==> src/rtl/fetch_sequencer.sv <==
// rtl/fetch_sequencer.sv - instruction fetch sequencer: PC/nPC/MAR/IR steering with MFC wait and timeout fault
module fetch_sequencer #(
  parameter int unsigned TIMEOUT     = 16,
  parameter logic [5:0]  OP_ADD      = 6'b000000,
  parameter logic [5:0]  OP_AND      = 6'b000001,
  parameter logic [5:0]  RAM_RD_WORD = 6'b000000
) (
  input  logic       Clk,
  input  logic       Clr,
  input  logic       fetch_req,
  input  logic       trap_pending,
  input  logic       MFC,
  output logic       MAR_Enable,
  output logic       IR_Enable,
  output logic       PC_enable,
  output logic       NPC_enable,
  output logic       RAM_enable,
  output logic [5:0] RAM_OpCode,
  output logic [1:0] PC_In_Mux_select,
  output logic [1:0] ALUA_Mux_select,
  output logic [3:0] ALUB_Mux_select,
  output logic [5:0] ALU_op,
  output logic       busy,
  output logic       fetch_done,
  output logic       mem_timeout
);

  typedef enum logic [2:0] {
    IDLE, TRAP_PC, TRAP_NPC, LOAD_MAR, MEM_READ, UPDATE, FAULT
  } state_t;

  localparam logic [7:0] CNT_LAST = 8'(TIMEOUT - 1);

  state_t     state, state_nxt;
  logic [7:0] wait_cnt, wait_cnt_nxt;

  always_ff @(posedge Clk or posedge Clr) begin
    if (Clr) begin
      state    <= IDLE;
      wait_cnt <= '0;
    end else begin
      state    <= state_nxt;
      wait_cnt <= wait_cnt_nxt;
    end
  end

  // Outputs decode from the registered state only, so Clr zeroes them without waiting for an edge.
  always_comb begin
    state_nxt        = state;
    wait_cnt_nxt     = wait_cnt;
    MAR_Enable       = 1'b0;
    IR_Enable        = 1'b0;
    PC_enable        = 1'b0;
    NPC_enable       = 1'b0;
    RAM_enable       = 1'b0;
    RAM_OpCode       = 6'b000000;
    PC_In_Mux_select = 2'b00;
    ALUA_Mux_select  = 2'b00;
    ALUB_Mux_select  = 4'b0000;
    ALU_op           = 6'b000000;
    busy             = 1'b1;
    fetch_done       = 1'b0;
    mem_timeout      = 1'b0;
    case (state)
      IDLE: begin
        busy = 1'b0;
        if (fetch_req) state_nxt = trap_pending ? TRAP_PC : LOAD_MAR;
      end
      TRAP_PC: begin
        PC_In_Mux_select = 2'b10;
        PC_enable        = 1'b1;
        state_nxt        = TRAP_NPC;
      end
      TRAP_NPC: begin
        ALUA_Mux_select = 2'b01;
        ALUB_Mux_select = 4'b0110;
        ALU_op          = OP_ADD;
        NPC_enable      = 1'b1;
        state_nxt       = LOAD_MAR;
      end
      LOAD_MAR: begin
        ALUA_Mux_select = 2'b01;
        ALUB_Mux_select = 4'b0011;
        ALU_op          = OP_AND;
        MAR_Enable      = 1'b1;
        wait_cnt_nxt    = '0;
        state_nxt       = MEM_READ;
      end
      MEM_READ: begin
        RAM_enable = 1'b1;
        RAM_OpCode = RAM_RD_WORD;
        IR_Enable  = MFC;
        // MFC takes priority over the timeout on the final permitted cycle.
        if (MFC) state_nxt = UPDATE;
        else if (wait_cnt == CNT_LAST) state_nxt = FAULT;
        else wait_cnt_nxt = wait_cnt + 8'd1;
      end
      UPDATE: begin
        PC_In_Mux_select = 2'b00;
        PC_enable        = 1'b1;
        ALUA_Mux_select  = 2'b10;
        ALUB_Mux_select  = 4'b0110;
        ALU_op           = OP_ADD;
        NPC_enable       = 1'b1;
        fetch_done       = 1'b1;
        state_nxt        = IDLE;
      end
      FAULT: begin
        mem_timeout = 1'b1;
      end
      default: state_nxt = IDLE;
    endcase
  end

endmodule

==> config.mk <==
export PLATFORM = sky130hd
export DESIGN_NAME = fetch_sequencer
export DESIGN_NICKNAME = d
export VERILOG_FILES = /design/src/rtl/fetch_sequencer.sv
export SDC_FILE = /design/constraint.sdc
export NUM_CORES = 1
export LEC_CHECK = 0
export ABC_CLOCK_PERIOD_IN_PS = 3450
export BUFFER_PORTS_ARGS = -buffer_cell sky130_fd_sc_hd__buf_2
export CAP_MARGIN = 40
export CORE_MARGIN = 4
export CORE_UTILIZATION = 50
export CTS_CLUSTER_SIZE = 25
export DETAILED_ROUTE_END_ITERATION = 8
export PLACE_DENSITY = 0.91
export SKIP_CTS_REPAIR_TIMING = 1
export SYNTH_ARGS = -nofsm -noshare
export SYNTH_HDL_FRONTEND = slang
export SYNTH_SLANG_ARGS = --single-unit
==> constraint.sdc <==
create_clock -name Clk -period 3.45 [get_ports Clk]
set_clock_uncertainty 0.2 [all_clocks]
set_input_delay 0.69 -clock Clk [delete_from_list [all_inputs] [get_ports Clk]]
set_output_delay 0.69 -clock Clk [all_outputs]
set_load 0.005 [all_outputs]
==> results.md <==
* Status: finished clean
* DRT antenna net count at 0
* Largest net degree at the start of global routing at 12
* Most instantiated library cell after synthesis: buf_4
* EDFF count, synth at 0
* Most used flip-flop cell after synthesis: dfrtp_1
* Max Buffers Root-to-Sink at 2
* Top post-synthesis cells by area: dfrtp_1 32%, buf_4 14%, a2111oi_4 3.2%, inv_1 3.1%, and3_1 2.9%
* Hpwl dp at 1.24 mm
* Largest vdd supply drop at 381 µV
* Clock latency on the worst-skew pair at 0.27 ns
* Gate power share at 0.467
* Synth top cells by count: 16 x buf_4, 11 x dfrtp_1, 7 x inv_1
* Layout cells sized above 1 at 0.264
* Vias per std cell at 5.15
* Top delay family on crit path: flip-flops
* TNS Setup at 0 ns
* Starting Density at 0.552
* Cells along the critical path: nand3b_1, inv_1, buf_2
* Avg Synthesized Cell Area at 9.16 µm²
* WL final at 1.54 mm
* Sw frac at 0.417
* Clock network power share at 0.161
* Yosys Warn Count at 0
* Gpl congestion at 0.915
* Sw Pwr at 0.228 mW
* Htree depth at 1
* PortBufs at 19
* Post-synth cell types at 36
* Yosys top cell by area: dfrtp_1
* Async SR Flop Fraction at 1.00
* Num ports at 33
* Seq cells post-synth at 11
* Die X at 49.5 µm
* Post-Syn Area at 861 µm²
* GRT overflow at 0
* WS Path Type: reg -> out
* Seq/Total Area, Yosys at 0.320
* Seq pwr share at 0.371
* Cells after synthesis at 94
* Full die area at 2450 µm²
* Synth top area share at 0.320
* Total clock buffers created by CTS at 3
* Cell-internal power at 0.320 mW
* Wire length on met2 at 732 µm
* Routed wire per std cell at 12.3 µm
* Hold Crit Class: in -> async
* Worst Path Arrival at 1.38 ns
* DR DRC count at 0
* Vias at 649
* Core box area at 1560 µm²
* Clock sinks at 11
* WL met3 at 81 µm
* Maximum clock frequency at 440 MHz
* Setup violators final at 0
* Max_cap viols at 0
* Final core occ at 0.578
* WL met1 at 696 µm
* First-pass GRT wire length at 2.42 mm
* Initial antenna violation count at 0
* ANT cells at 0
* Area Growth Syn to Fin at 4.65%
* Drt first-iter violations at 12
* CTS Root Cell: clkbuf_4
* Fin crit period at 2.27 ns
* Overall Global Routing Usage at 0.128
* Crit start category: flop
* Fin. max-slew vios at 0
* Leak at 0.483 nW
* Crit. End Element: output port
* Max Used Layer: met4
* Max stage delay on crit path at 0.47 ns
* Final critical-path share of the clock period at 0.658
* TritonCTS clock tree: done
* Final Hold Viols at 0
* Power density cells at 608 nW/µm²
* Final Net Count at 117
* Clock-pin transition on the worst setup and hold timing paths at 0.07 ns
* CP max FO at 11
* Slowest-stage cell, CP: dfrtp_1
* Die Ht at 49.5 µm
* Number of buffers and inverters on the critical path at 2
* Vias in the first global route at 523
* TritonRoute pass-1 iters at 4
* RSZ-0062 raised after global routing: false
* Rows at 14
* Worst Path Required at 2.56 ns
==> worst paths after layout <==
check | startpoint | depth (start not counted) | end | slack [ns]
max | state[2]$_DFFE_PP0P_ | 3 | MAR_Enable | 1.18
min | Clr | 2 | wait_cnt[1]$_DFFE_PP0P_ | 0.20
max reg2reg | state[1]$_DFFE_PP0P_ | 4 | wait_cnt[3]$_DFFE_PP0P_ | 1.41
min reg2reg | state[0]$_DFFE_PP0P_ | 1 | state[0]$_DFFE_PP0P_ | 0.39
max in group asynchronous | Clr | 2 | wait_cnt[6]$_DFFE_PP0P_ | 2.55
min in group Clk | state[0]$_DFFE_PP0P_ | 1 | state[0]$_DFFE_PP0P_ | 0.39
==> cells in the final DEF (no fill, tap or decap), types with 2 or more instances in the layout <==
cell type  instances
and3_1             4
xnor2_1            2
nor2_1             6
inv_1              7
o211ai_1           2
nor2b_1            3
dfrtp_1           11
o21ai_0            5
clkbuf_4           3
conb_1            13
buf_2             19
nor3_1             3
nand2_1            6
nand3_1            4
==> kinds of logic after synthesis <==
kind of cell,count (synthesis),share of synthesized area
buffers and inverters,26,0.201
XOR/XNOR,2,0.0204
AO/OA/AOI/OAI,18,0.195
multiplexers,1,0.0131
other,1,0.00436
adder cells (fa/ha/maj),1,0.0145
AND/OR/NAND/NOR,34,0.233
flip-flops,11,0.320
==> area by class of cell <==
type | count | area (µm²)
fill | 136 | 658
multi-input combinational | 69 | 458
clock buffer | 4 | 26.3
inverter | 7 | 26.3
sequential | 11 | 275
timing repair buffer | 19 | 95.1
tap | 16 | 20.0
==> power by group through the flow <==
stage | Clock, mW | Sequential, mW | Combinational [mW]
4_1_cts | 0.0906 | 0.203 | 0.260
2_1_floorplan | 0 | 0.181 | 0.222
6_report | 0.0883 | 0.204 | 0.256
3_5_place_dp | 0 | 0.205 | 0.259
3_3_place_gp | 0 | 0.203 | 0.252
5_1_grt | 0.0964 | 0.210 | 0.285
==> through the flow <==
stage / std cells / power, mW / setup slack, ns / hold slack [ns] / instance area (µm²)
floorplan: 106 / 0.403 / 1.31 / 0.318 / 906
global placement: 122 / 0.455 / 1.19 / 0.354 / 875
detailed placement: 122 / 0.464 / 1.17 / 0.381 / 875
CTS: 126 / 0.553 / 1.17 / 0.214 / 901
global route: 126 / 0.591 / 1.07 / 0.235 / 901
finish: 126 / 0.548 / 1.18 / 0.200 / 901
==> layer usage <==
layer / track usage / vias to the layer above
met5: 0 / -
met4: 0.0829 / 0
met3: 0.0181 / 4
met2: 0.210 / 17
met1: 0.157 / 301
li1: - / 327
==> flip-flops by register name, summed over array words and instances, names as in the netlist <==
signal / cells
wait_cnt: 8
state: 3
(Power assumes the default switching activity.)
